--- src/rtl/unsigned_calc_seq_v_pkg.sv ---
// unsigned_calc_pkg: shared types and the fixed six-step schedule for 7A - 3B + 6C.
package unsigned_calc_pkg;
    typedef enum logic [1:0] {S_IDLE, S_RUN, S_DONE} state_t;
    typedef enum logic [1:0] {SEL_A, SEL_B, SEL_C} sel_t;
    localparam int ACC_W = 9;
    localparam int STEP_W = 3;
    localparam logic [STEP_W-1:0] LAST_STEP = 3'd5;
    // A<<3 - A - B<<1 - B + C<<2 + C<<1
    function automatic logic [1:0] step_shift(input logic [STEP_W-1:0] s);
        return (s == 3'd0) ? 2'd3 : (s == 3'd2 || s == 3'd5) ? 2'd1 : (s == 3'd4) ? 2'd2 : 2'd0;
    endfunction
    function automatic sel_t step_sel(input logic [STEP_W-1:0] s);
        return (s < 3'd2) ? SEL_A : (s < 3'd4) ? SEL_B : SEL_C;
    endfunction
    function automatic logic step_sub(input logic [STEP_W-1:0] s);
        return s >= 3'd1 && s <= 3'd3;
    endfunction
endpackage

--- src/rtl/unsigned_calc_seq_v_add_sub9.sv ---
// add_sub9_v: 9-bit ripple add/subtract; subtract inverts b and injects carry-in.
module full_adder_v (
    input  logic i_a,
    input  logic i_b,
    input  logic i_ci,
    output logic o_s,
    output logic o_co
);
    assign o_s  = i_a ^ i_b ^ i_ci;
    assign o_co = (i_a & i_b) | (i_ci & (i_a ^ i_b));
endmodule

module add_sub9_v (
    input  logic [8:0] i_a,
    input  logic [8:0] i_b,
    input  logic       i_sub,
    output logic [8:0] o_sum
);
    logic [8:0] w_co;
    logic [8:0] w_ci;
    logic       w_unused_cout;
    assign w_ci = {w_co[7:0], i_sub};
    assign w_unused_cout = w_co[8];
    for (genvar g = 0; g < 9; g++) begin : g_fa
        full_adder_v u_fa (
            .i_a (i_a[g]),
            .i_b (i_b[g] ^ i_sub),
            .i_ci(w_ci[g]),
            .o_s (o_sum[g]),
            .o_co(w_co[g])
        );
    end
endmodule

--- src/rtl/unsigned_calc_seq_v.sv ---
// unsigned_calc_seq_v: multi-cycle 7A - 3B + 6C using one shared 9-bit add/sub unit.
module unsigned_calc_seq_v
    import unsigned_calc_pkg::*;
#(
    parameter int DONE_PULSE = 1
) (
    input  logic       i_clk,
    input  logic       i_rst_n,
    input  logic       i_start,
    input  logic [3:0] i_au,
    input  logic [3:0] i_bu,
    input  logic [3:0] i_cu,
    output logic [7:0] o_fu,
    output logic       o_ovf,
    output logic       o_busy,
    output logic       o_done
);
    state_t            r_state, w_next;
    logic [STEP_W-1:0] r_step;
    logic [3:0]        r_a, r_b, r_c, w_sel;
    logic [ACC_W-1:0]  r_acc, w_opnd, w_sum;
    logic [7:0]        r_fu;
    logic              r_ovf, r_done, w_accept;

    always_comb begin
        w_accept = i_start && (r_state == S_IDLE || (r_state == S_DONE && r_done));
        w_sel    = step_sel(r_step) == SEL_A ? r_a : step_sel(r_step) == SEL_B ? r_b : r_c;
        w_opnd   = {{(ACC_W-4){1'b0}}, w_sel} << step_shift(r_step);
        w_next   = w_accept ? S_RUN :
                   (r_state == S_RUN)  ? ((r_step == LAST_STEP) ? S_DONE : S_RUN) :
                   (r_state == S_DONE) ? ((DONE_PULSE != 0) ? S_IDLE : S_DONE) : S_IDLE;
    end

    add_sub9_v u_alu (
        .i_a  (r_acc),
        .i_b  (w_opnd),
        .i_sub(step_sub(r_step)),
        .o_sum(w_sum)
    );

    always_ff @(posedge i_clk or negedge i_rst_n) begin
        if (!i_rst_n) r_state <= S_IDLE;
        else          r_state <= w_next;
    end

    // The first DONE cycle captures the result; o_done follows one edge later.
    always_ff @(posedge i_clk or negedge i_rst_n) begin
        if (!i_rst_n) begin
            r_a    <= '0;
            r_b    <= '0;
            r_c    <= '0;
            r_acc  <= '0;
            r_step <= '0;
            r_fu   <= '0;
            r_ovf  <= 1'b0;
            r_done <= 1'b0;
        end else begin
            if (w_accept) begin
                r_a    <= i_au;
                r_b    <= i_bu;
                r_c    <= i_cu;
                r_acc  <= '0;
                r_step <= '0;
            end else if (r_state == S_RUN) begin
                r_acc  <= w_sum;
                r_step <= r_step + 1'b1;
            end
            if (r_state == S_DONE && !r_done) begin
                r_fu  <= r_acc[7:0];
                r_ovf <= r_acc[8] ^ r_acc[7];
            end
            r_done <= r_state == S_DONE && !w_accept && (!r_done || DONE_PULSE == 0);
        end
    end

    assign o_fu   = r_fu;
    assign o_ovf  = r_ovf;
    assign o_done = r_done;
    assign o_busy = r_state == S_RUN || (r_state == S_DONE && !r_done);
endmodule

--- config.mk ---
export PLATFORM = sky130hd
export DESIGN_NAME = unsigned_calc_seq_v
export DESIGN_NICKNAME = d
export VERILOG_FILES = /design/src/rtl/unsigned_calc_seq_v_pkg.sv /design/src/rtl/unsigned_calc_seq_v_add_sub9.sv /design/src/rtl/unsigned_calc_seq_v.sv
export SDC_FILE = /design/constraint.sdc
export NUM_CORES = 1
export LEC_CHECK = 0
export CAP_MARGIN = 25
export CELL_PAD_IN_SITES_DETAIL_PLACEMENT = 0
export CELL_PAD_IN_SITES_GLOBAL_PLACEMENT = 2
export CORE_AREA = 4 4 109 59
export DETAILED_ROUTE_END_ITERATION = 7
export DIE_AREA = 0 0 113 63
export PLACE_DENSITY_LB_ADDON = 0.1
export SLEW_MARGIN = 0
export SYNTH_ARGS = -nofsm -noshare
export SYNTH_HDL_FRONTEND = slang
export SYNTH_HIERARCHICAL = 1
export SYNTH_SLANG_ARGS = --single-unit
export TNS_END_PERCENT = 10
--- constraint.sdc ---
create_clock -name i_clk -period 5.7 [get_ports i_clk]
set_input_delay 0.855 -clock i_clk [delete_from_list [all_inputs] [get_ports i_clk]]
set_output_delay 0.855 -clock i_clk [all_outputs]
set_load 0.03 [all_outputs]
After elaboration in Yosys (flattened, before gate mapping)
Index checks and enable logic that the tools add are counted.
{ "totals": {"regBits": 36, "input_bits": 15, "wordCells": 102, "output_inout_bits": 11} }
{ "op_classes": {"n_mux": 14, "n_reduce_logical": 15, "order_cmp": 4, "n_eq_ne": 6, "n_bitwise": 52, "addsub": 1, "shift": 1} }
{ "op_table": {"columns": ["cell", "count"], "rows": [
  ["$xor 1x1->1", 28],
  ["$mux 9", 2],
  ["$and 1x1->1", 16],
  ["$mux 2", 8],
  ["$shl 4x2->9", 1],
  ["$mux 4", 2],
  ["$or 1x1->1", 8],
  ["$eq 3x3->1 const B", 2],
  ["$logic_and 1x1->1", 6],
  ["$mux 3", 2],
  ["$eq 2x1->1 const B", 2],
  ["$logic_not 2->1", 2],
  ["$add 3x1->3 const B", 1],
  ["$eq 3x2->1 const B", 1],
  ["$ge 3x1->1 const B", 1],
  ["$le 3x2->1 const B", 1],
  ["$logic_not 3->1", 1],
  ["$logic_or 1x1->1", 3],
  ["$lt 3x2->1 const B", 1],
  ["$lt 3x3->1 const B", 1],
  ["$eq 2x2->1 const B", 1],
  ["$logic_not 1->1", 2],
  ["$reduce_bool 2->1", 1]
]} }

Depth between registers and ports, before layout
Gate-level depths: netlist (run 1).
{ "logic_depth": {"depth_word": 28, "mapped_depth": 18, "mapped_depth_nobuf": 17} }

By module
Netlist (run 1), hierarchy kept.
{ "by_module_without_submodules": {"columns": ["mod", "n_inst", "area_per_inst_um2", "seq_area_each_um2", "cells_each"], "rows": [
  ["unsigned_calc_seq_v", 1, 1727.9, 900.9, 148],
  ["full_adder_v", 9, 20.0, 0.0, 1],
  ["add_sub9_v", 1, 90.1, 0.0, 10]
]} }

Worst setup path before layout (run 1)
Ideal clock, no wire load.
{ "synth_timing": {"kind": "flip-flop to flip-flop", "startpoint": "reg r_step[1]", "endpoint": "reg r_acc[8]", "setup_slack_ps": 502, "required_time_ps": 5624, "setup_ps": 76, "n_path_buf": 2, "t_arrival_ps": 5122, "path_stages_with_launch": 19, "period_less_slack_ps": 5198, "path_cell_list": "dfrtp_1 -> buf_6 -> inv_1 -> ha_1 -> nor4_1 -> nor2_1 -> buf_6 -> xor2_1 -> fa_1 -> fa_1 -> fa_1 -> fa_1 -> fa_1 -> fa_1 -> fa_1 -> fa_1 -> fa_1 -> nand2_1 -> o21ai_1"} }
{ "synth_between": {"elab_chain_cells": 28, "word_cells_on_any_way": 65, "classes_between": "4 x order compare; 4 x eq/ne; 1 x shift; 9 x mux; 43 x bitwise; 4 x reduce/logical"} }
{ "synth_lines": {"columns": ["item", "line", "rtl"], "rows": [
  ["start, declared", "unsigned_calc_seq_v.sv:19", "logic [STEP_W-1:0] r_step;"],
  ["start signal, assigned", "unsigned_calc_seq_v.sv:66", "r_step <= r_step + 1'b1;"],
  ["$lt 3x3->1", "unsigned_calc_seq_v_pkg.sv:13", "return (s < 3'd2) ? SEL_A : (s < 3'd4) ? SEL_B : SEL_C;"],
  ["$mux 2 (2 in series)", "unsigned_calc_seq_v_pkg.sv:13", null],
  ["$eq 2x1->1", "unsigned_calc_seq_v.sv:27", "w_sel = step_sel(r_step) == SEL_A ? r_a : step_sel(r_step) == SEL_B ? r_b : r_c;"],
  ["$mux 4 (2 in series)", "unsigned_calc_seq_v.sv:27", null],
  ["$shl 4x2->9", "unsigned_calc_seq_v.sv:28", "w_opnd = {{(ACC_W-4){1'b0}}, w_sel} << step_shift(r_step);"],
  ["$xor 1x1->1", "unsigned_calc_seq_v_add_sub9.sv:27", ".i_b (i_b[g] ^ i_sub),"],
  ["$xor 1x1->1", "unsigned_calc_seq_v_add_sub9.sv:10", "assign o_co = (i_a & i_b) | (i_ci & (i_a ^ i_b));"],
  ["$and 1x1->1", "unsigned_calc_seq_v_add_sub9.sv:10", null],
  ["[1 not listed]", null, null],
  ["named net u_alu.w_ci[1]", "unsigned_calc_seq_v_add_sub9.sv:20", "logic [8:0] w_ci;"],
  ["[2 not listed]", null, null],
  ["named net u_alu.w_ci[2]", "unsigned_calc_seq_v_add_sub9.sv:20", null],
  ["[2 not listed]", null, null],
  ["named net u_alu.w_ci[3]", "unsigned_calc_seq_v_add_sub9.sv:20", null],
  ["[2 not listed]", null, null],
  ["named net u_alu.w_ci[4]", "unsigned_calc_seq_v_add_sub9.sv:20", null],
  ["[2 not listed]", null, null],
  ["named net u_alu.w_ci[5]", "unsigned_calc_seq_v_add_sub9.sv:20", null],
  ["[2 not listed]", null, null],
  ["named net u_alu.w_ci[6]", "unsigned_calc_seq_v_add_sub9.sv:20", null],
  ["[2 not listed]", null, null],
  ["named net u_alu.w_ci[7]", "unsigned_calc_seq_v_add_sub9.sv:20", null],
  ["$and 1x1->1 *", "unsigned_calc_seq_v_add_sub9.sv:10", null],
  ["$or 1x1->1 *", "unsigned_calc_seq_v_add_sub9.sv:10", null],
  ["named net u_alu.w_ci[8]", "unsigned_calc_seq_v_add_sub9.sv:20", null],
  ["$xor 1x1->1 *", "unsigned_calc_seq_v_add_sub9.sv:9", "assign o_s = i_a ^ i_b ^ i_ci;"],
  ["named net w_sum[8]", "unsigned_calc_seq_v.sv:21", "logic [ACC_W-1:0] r_acc, w_opnd, w_sum;"],
  ["$mux 9 *", "unsigned_calc_seq_v.sv:64", "end else if (r_state == S_RUN) begin"],
  ["$mux 9 *", "unsigned_calc_seq_v.sv:58", "if (w_accept) begin"],
  ["end signal, assigned", "unsigned_calc_seq_v.sv:65", "r_acc <= w_sum;"],
  ["end, declared", "unsigned_calc_seq_v.sv:21", null]
]} }
The timed path passes the listed nets; every way through them passes the cells marked *. The select of a mux whose other input is x is not followed.
A chain may end at the register's enable or synchronous reset.

Final worst setup path (run 1)
{ "layout_timing": {"startpoint": "reg r_step[0]", "endpoint": "reg r_acc[8]"} }
{ "layout_between": {"word_cells_on_any_way": 65, "classes_between": "4 x order compare; 4 x eq/ne; 1 x shift; 9 x mux; 43 x bitwise; 4 x reduce/logical"} }
{ "layout_rtl": {"columns": ["item", "line"], "rows": [
  ["$lt 3x3->1", "unsigned_calc_seq_v_pkg.sv:13"],
  ["$mux 2 (2 in series)", "unsigned_calc_seq_v_pkg.sv:13"],
  ["$eq 2x1->1", "unsigned_calc_seq_v.sv:27"],
  ["$mux 4 (2 in series)", "unsigned_calc_seq_v.sv:27"],
  ["$shl 4x2->9 *", "unsigned_calc_seq_v.sv:28"],
  ["named net w_opnd[1]", "unsigned_calc_seq_v.sv:21"],
  ["$xor 1x1->1 *", "unsigned_calc_seq_v_add_sub9.sv:27"],
  ["$xor 1x1->1", "unsigned_calc_seq_v_add_sub9.sv:10"],
  ["[2 not listed]", null],
  ["named net u_alu.w_ci[2]", "unsigned_calc_seq_v_add_sub9.sv:20"],
  ["[2 not listed]", null],
  ["named net u_alu.w_ci[3]", "unsigned_calc_seq_v_add_sub9.sv:20"],
  ["[2 not listed]", null],
  ["named net u_alu.w_ci[4]", "unsigned_calc_seq_v_add_sub9.sv:20"],
  ["[2 not listed]", null],
  ["named net u_alu.w_ci[5]", "unsigned_calc_seq_v_add_sub9.sv:20"],
  ["[2 not listed]", null],
  ["named net u_alu.w_ci[6]", "unsigned_calc_seq_v_add_sub9.sv:20"],
  ["[2 not listed]", null],
  ["named net u_alu.w_ci[7]", "unsigned_calc_seq_v_add_sub9.sv:20"],
  ["$and 1x1->1 *", "unsigned_calc_seq_v_add_sub9.sv:10"],
  ["$or 1x1->1 *", "unsigned_calc_seq_v_add_sub9.sv:10"],
  ["named net u_alu.w_ci[8]", "unsigned_calc_seq_v_add_sub9.sv:20"],
  ["$xor 1x1->1 *", "unsigned_calc_seq_v_add_sub9.sv:9"],
  ["named net w_sum[8]", "unsigned_calc_seq_v.sv:21"],
  ["$mux 9 *", "unsigned_calc_seq_v.sv:64"],
  ["$mux 9 *", "unsigned_calc_seq_v.sv:58"]
]} }
Marked as above.

==> results of run 1 <==
==> metrics by stage <==
| stage | cell area [um^2] | hold slack [ps] | setup WS, ps | instances |
|---|---|---|---|---|
| 2_1_floorplan | 2000 | 458 | 502 | 168 |
| 3_3_place_gp | 2310 | 473 | 408 | 261 |
| 3_5_place_dp | 2310 | 478 | 342 | 261 |
| 4_1_cts | 2400 | 494 | 306 | 269 |
| 5_1_grt | 2410 | 509 | 10.4 | 270 |
| 6_report | 2410 | 489 | 322 | 270 |
==> cells by family (layout without fill, tap and decap cells) <==
group | Yosys count | after routing
simple gates | 42 | 42
flops | 36 | 36
mux | 29 | 29
compound gates | 23 | 23
fa+ha+maj | 14 | 14
buf+inv | 12 | 41
xor+xnor | 10 | 10
other cells | 1 | 2
==> how the worst max path moves through the flow <==
stage | start | slack [ps] | end | cells after the start
floorplan | r_step[1] | 500 | r_acc[8] | 18
global placement | r_step[0] | 410 | r_acc[8] | 16
detailed placement | r_step[0] | 340 | r_acc[8] | 16
CTS | r_step[0] | 310 | r_acc[8] | 16
global route | r_step[0] | 10 | r_acc[8] | 16
finish | r_step[0] | 320 | r_acc[8] | 16
==> cell type report <==
class | instances | share of cell area [%]
clock buffers | 8 | 3.74
multi-input cells | 120 | 42.7
repair buffers | 30 | 11.9
inverters | 3 | 0.467
well taps | 73 | 3.79
flip-flops and latches | 36 | 37.4
==> flip-flops by register name (all words and copies together) (netlist names) <==
register	cells
r_step	3
o_done	1
r_acc	9
o_ovf	1
r_b	4
r_c	4
o_fu	8
r_state	2
r_a	4
==> critical path: stages (launching register included) <==
cell,delay (ps)
dfrtp_1,450
inv_1,110
ha_1,330
o21ba_1,250
a222oi_1,480
nor2_1,100
xor2_1,170
fa_1,430
fa_1,420
fa_1,400
fa_1,390
fa_1,390
fa_1,390
fa_1,400
fa_1,430
nand2_1,70
o21ai_1,50
==> cells in the final DEF, fill, tap and decap left out <==
master | synthesis | layout
dfrtp_1 | 36 | 36
clkdlybuf4s50_1 | 0 | 25
nand2_1 | 24 | 24
mux2_2 | 16 | 16
xor2_1 | 9 | 9
fa_1 | 9 | 9
o21ai_0 | 8 | 8
mux2_1 | 7 | 7
nor2_1 | 6 | 6
clkbuf_8 | 0 | 6
a21oi_1 | 5 | 5
ha_1 | 5 | 5
buf_4 | 0 | 5
nor2b_1 | 4 | 4
mux2_4 | 4 | 4
inv_1 | 3 | 3
a222oi_1 | 3 | 3
mux2i_1 | 2 | 2
o21ai_1 | 2 | 2
clkbuf_1 | 2 | 2
conb_1 | 1 | 2
nor3b_4 | 1 | 1
a21o_1 | 1 | 1
and3_1 | 1 | 1
o21ba_1 | 1 | 1
nor3_1 | 1 | 1
a311oi_1 | 1 | 1
nand3b_1 | 1 | 1
nand2b_1 | 1 | 1
nor4_1 | 1 | 1
nor3b_2 | 1 | 1
or2_2 | 1 | 1
o22ai_1 | 1 | 1
xnor2_1 | 1 | 1
o31ai_1 | 1 | 1
==> layer usage <==
metal	GRT usage (%)	share of wire [%]	up-vias
met3	3.97	4.6	4
met2	18.1	44	22
met4	4.05	0.90	0
met1	16.4	51	612
li1	-	-	622
met5	0	0	-
==> impl_metrics.env, run 1 <==
export IMPL_r2r_start="r_step[0]"
export IMPL_synth_area_um2=2000
export IMPL_first_iter_violations=38
export IMPL_min_path_type="flip-flop to flip-flop"
export IMPL_drc=0
export IMPL_syn_avg_cell_area_um2=12.0
export IMPL_crit_fanout=10
export IMPL_via_count=1260
export IMPL_ctsHoldBuffers=0
export IMPL_max_cap_viol_count=0
export IMPL_start_util_pct=37.0
export IMPL_htreeDepth=2
export IMPL_hold_start="r_b[0]"
export IMPL_post_drt_wl_per_cell_um=13.9
export IMPL_numClockSinks=36
export IMPL_yosys_warnings=6
export IMPL_r2r_setup_slack_ps=320
export IMPL_cts_resized=0
export IMPL_fin_util_pct=44.7
export IMPL_clock_latency_ps=280
export IMPL_grt_pass1_vias=1389
export IMPL_register_area_um2=901
export IMPL_synth_top_area_share_pct=45.1
export IMPL_multi_input_area_um2=1030
export IMPL_synth_seq_area_share_pct=45.1
export IMPL_die_h_um=63
export IMPL_synth_edf_count=0
export IMPL_min_period_ps=5380
export IMPL_overflow=0
export IMPL_finalCritPeriodShare_pct=94.4
export IMPL_setup_worst_path_class="flip-flop to flip-flop"
export IMPL_fmax_mhz=186
export IMPL_synthAdderAreaFrac_pct=12.1
export IMPL_yosys_area_top_type="dfrtp_1"
export IMPL_slew_headroom_pct=39.6
export IMPL_numCtsBuffers=5
export IMPL_core_area_um2=5400
export IMPL_status="complete, no violations"
export IMPL_synth_top_cells_by_area="dfrtp_1 45%, fa_1 9.0%, mux2_2 9.0%"
export IMPL_gp_congestion=0.738
export IMPL_synth_simple_area_share_pct=10.3
export IMPL_synth_xor_area_share_pct=4.38
export IMPL_finalSetupViolCount=0
export IMPL_grt_setup_unrepaired="false"
export IMPL_io_pins=26
export IMPL_gr_usage_all_layers_pct=12.1
export IMPL_hpwl_um=2710
export IMPL_cp_start_kind="flip-flop"
export IMPL_n_fill_cell=529
export IMPL_crit_required_ps=5860
export IMPL_skew_ps=4.74
export IMPL_synth_ff_type="dfrtp_1"
export IMPL_ant_nets=0
export IMPL_finalSetupTns_ps=0
export IMPL_wirelength_um=3760
export IMPL_antenna_found_initial=0
export IMPL_final_max_slew_viol_count=0
export IMPL_rr_endpoint="r_acc[8]"
export IMPL_async_flop_share_pct=100
export IMPL_grt_first_pass_wirelength_um=6770
export IMPL_grt_start_max_net_pins=37
export IMPL_die_area_um2=7120
export IMPL_netlist_top_cells_count="36 x dfrtp_1, 24 x nand2_1, 16 x mux2_2, 9 x fa_1, 9 x xor2_1"
export IMPL_via_per_inst=4.67
export IMPL_cts_tree="yes"
export IMPL_synth_top_family_by_area="multiplexers"
export IMPL_drive_gt1_share_pct=17.3
export IMPL_firstDrtPassIters=4
export IMPL_finalHoldViolCount=0
export IMPL_crit_arrival_ps=5540
export IMPL_synthMuxAreaShare_pct=17.0
export IMPL_postCtsSetupBuffers=0
export IMPL_cts_root_buf="clkbuf_8"
export IMPL_synth_seq_cells=36
export IMPL_reg2reg_depth=16
export IMPL_antenna_cells=0
export IMPL_hold_end="r_b[0]"
export IMPL_synth_compound_area_share_pct=7.26
export IMPL_end_kind="flip-flop"
export IMPL_synth_most_common_cell="dfrtp_1"
export IMPL_rows=19
export IMPL_area_growth_pct=20.6
export IMPL_fp_dieW_um=113
export IMPL_hold_depth=1
export IMPL_cts_clk_slew_worst_paths_ps=70
export IMPL_synth_cell_type_count=34
export IMPL_io_buffers=25
export IMPL_synth_cells=167
export IMPL_tightest_slew_ps=902
export IMPL_nets=225
export IMPL_cts_buffer_depth=2
Power of run 1 is not shown: default switching activity piles up to over one toggle a cycle in this logic, so the estimate is an artifact.
==> run 2: changes to the inputs <==
--- a/config.mk
+++ b/config.mk
@@ -12,7 +12,7 @@
 export DETAILED_ROUTE_END_ITERATION = 7
 export DIE_AREA = 0 0 113 63
 export PLACE_DENSITY_LB_ADDON = 0.1
-export SLEW_MARGIN = 0
+export SLEW_MARGIN = 20
 export SYNTH_ARGS = -nofsm -noshare
 export SYNTH_HDL_FRONTEND = slang
 export SYNTH_HIERARCHICAL = 1
==> run 2 against run 1 <==
Clock-buffer cell count unchanged. Die area unchanged. Utilization about the same. Critical endpoint unchanged. Largest cell class unchanged.
==> impl_metrics.env, run 2 (synthesized netlist as in run 1, its figures left out) <==
export IMPL_skew_ps=4.59
export IMPL_antenna_cells=0
export IMPL_hpwl_um=2710
export IMPL_drc=0
export IMPL_gp_congestion=0.738
export IMPL_setup_worst_path_class="flip-flop to flip-flop"
export IMPL_first_iter_violations=43
export IMPL_cts_tree="yes"
export IMPL_grt_setup_unrepaired="false"
export IMPL_slew_headroom_pct=39.7
export IMPL_via_per_inst=4.69
export IMPL_cp_start_kind="flip-flop"
export IMPL_htreeDepth=2
export IMPL_grt_start_max_net_pins=37
export IMPL_fmax_mhz=188
export IMPL_crit_path_frequent_cell="fa_1"
export IMPL_crit_chain="inv_1 -> ha_1 -> o21ba_1 -> a222oi_1 -> buf_4 -> nor2_1 -> xor2_1 -> fa_1 -> fa_1 -> fa_1 -> fa_1 -> fa_1 -> fa_1 -> fa_1 -> fa_1 -> nand2_1 -> o21ai_1"
export IMPL_numClockSinks=36
export IMPL_grt_pass1_vias=1389
export IMPL_crit_fanout=10
export IMPL_crit_arrival_ps=5540
export IMPL_post_drt_wl_per_cell_um=13.9
export IMPL_antenna_found_initial=0
export IMPL_finalHoldViolCount=0
export IMPL_cts_root_buf="clkbuf_8"
export IMPL_largest_reg_flops=9
export IMPL_max_stage_delay_ps=490
export IMPL_cts_clk_slew_worst_paths_ps=70
export IMPL_overflow=0
export IMPL_nets=225
export IMPL_via_count=1267
export IMPL_numCtsBuffers=5
export IMPL_drive_gt1_share_pct=17.8
export IMPL_die_area_um2=7120
export IMPL_firstDrtPassIters=5
export IMPL_start_util_pct=37.0
export IMPL_gr_usage_all_layers_pct=12.1
export IMPL_die_h_um=63
export IMPL_io_buffers=25
export IMPL_fp_dieW_um=113
export IMPL_finalSetupViolCount=0
export IMPL_final_max_slew_viol_count=0
export IMPL_clock_latency_ps=280
export IMPL_layout_cells_most_common="dfrtp_1"
export IMPL_end_kind="flip-flop"
export IMPL_core_area_um2=5400
export IMPL_area_growth_pct=20.7
export IMPL_final_cell_mix="36 x dfrtp_1, 25 x clkdlybuf4s50_1, 24 x nand2_1, 16 x mux2_2"
export IMPL_io_pins=26
export IMPL_max_cap_viol_count=0
export IMPL_finalSetupTns_ps=0
export IMPL_cts_buffer_depth=2
export IMPL_top_register="r_acc"
export IMPL_tightest_slew_ps=901
export IMPL_status="complete, no violations"
export IMPL_min_period_ps=5330
export IMPL_finalCritPeriodShare_pct=93.5
export IMPL_cp_slowest_cell="fa_1"
export IMPL_crit_required_ps=5910
export IMPL_min_path_type="flip-flop to flip-flop"
export IMPL_wirelength_um=3760
export IMPL_ant_nets=0
export IMPL_grt_first_pass_wirelength_um=6770
export IMPL_rows=19
run 2: cell types whose count changed in the layout (fill, tap and decap cells not counted):
cell     delta
nor2b_2     +1
nor2b_1     -1
run 2: path summary, 6_finish.rpt:
kind                       startpoint  endpoint  slack, ps  depth (start not counted)
max                         r_step[0]  r_acc[8]        370                         17
min                            r_b[0]    r_b[0]        490                          1
max reg2reg                 r_step[0]  r_acc[8]        370                         17
min reg2reg                    r_b[0]    r_b[0]        490                          1
max in group asynchronous     i_rst_n  r_acc[2]       4370                          2
min in group asynchronous     i_rst_n    r_b[1]        990                          2
run 2: timing repair:
action,CTS,global route
setup endpoints to repair,0,1
resized for setup,0,0
setup buffers,0,1
hold buffers,0,0
run 2: layer usage:
metal	GRT usage [%]	wire length, um	part of all wire, %	vias up
met5	0	0	0	-
met4	4.05	34	0.90	0
met3	3.97	174	4.6	4
met2	18.1	1640	43	22
met1	16.4	1920	51	618
li1	-	-	-	623
run 2: layout make-up:
class | instances | area, um^2
Fill cell | 528 | 2980
Multi-Input combinational cell | 120 | 1030
Sequential cell | 36 | 901
Timing Repair Buffer | 30 | 288
Tap cell | 73 | 91.3
Clock buffer | 8 | 90.1
Inverter | 3 | 11.3
run 2: stage by stage:
stage / instance area (um^2) / worst slack [ps] / cells / hold slack, ps / util (%)
2_1_floorplan: 2000 / 502 / 168 / 458 / -
3_3_place_gp: 2310 / 408 / 261 / 473 / 42.8
3_5_place_dp: 2310 / 342 / 261 / 478 / 42.8
4_1_cts: 2400 / 306 / 269 / 494 / 44.5
5_1_grt: 2410 / 94.8 / 270 / 509 / 44.7
6_report: 2410 / 372 / 270 / 489 / 44.7
run 2: worst max-delay path: cells and delay by family (launching register included):
family	cells	cell delay (ps)
xor+xnor	1	170
simple gates	2	90
compound gates	3	650
buf+inv	2	270
fa+ha+maj	9	3640
flops	1	440
Power of run 2 is left out for the same reason.
==> run 3: changes to the inputs <==
--- a/config.mk
+++ b/config.mk
@@ -5,7 +5,6 @@
 export SDC_FILE = /design/constraint.sdc
 export NUM_CORES = 1
 export LEC_CHECK = 0
-export CAP_MARGIN = 25
 export CELL_PAD_IN_SITES_DETAIL_PLACEMENT = 0
 export CELL_PAD_IN_SITES_GLOBAL_PLACEMENT = 2
 export CORE_AREA = 4 4 109 59
==> results of run 3 <==
Final layout, timing and power as in run 2 (identical DEF).
Power of run 3 is left out for the same reason.
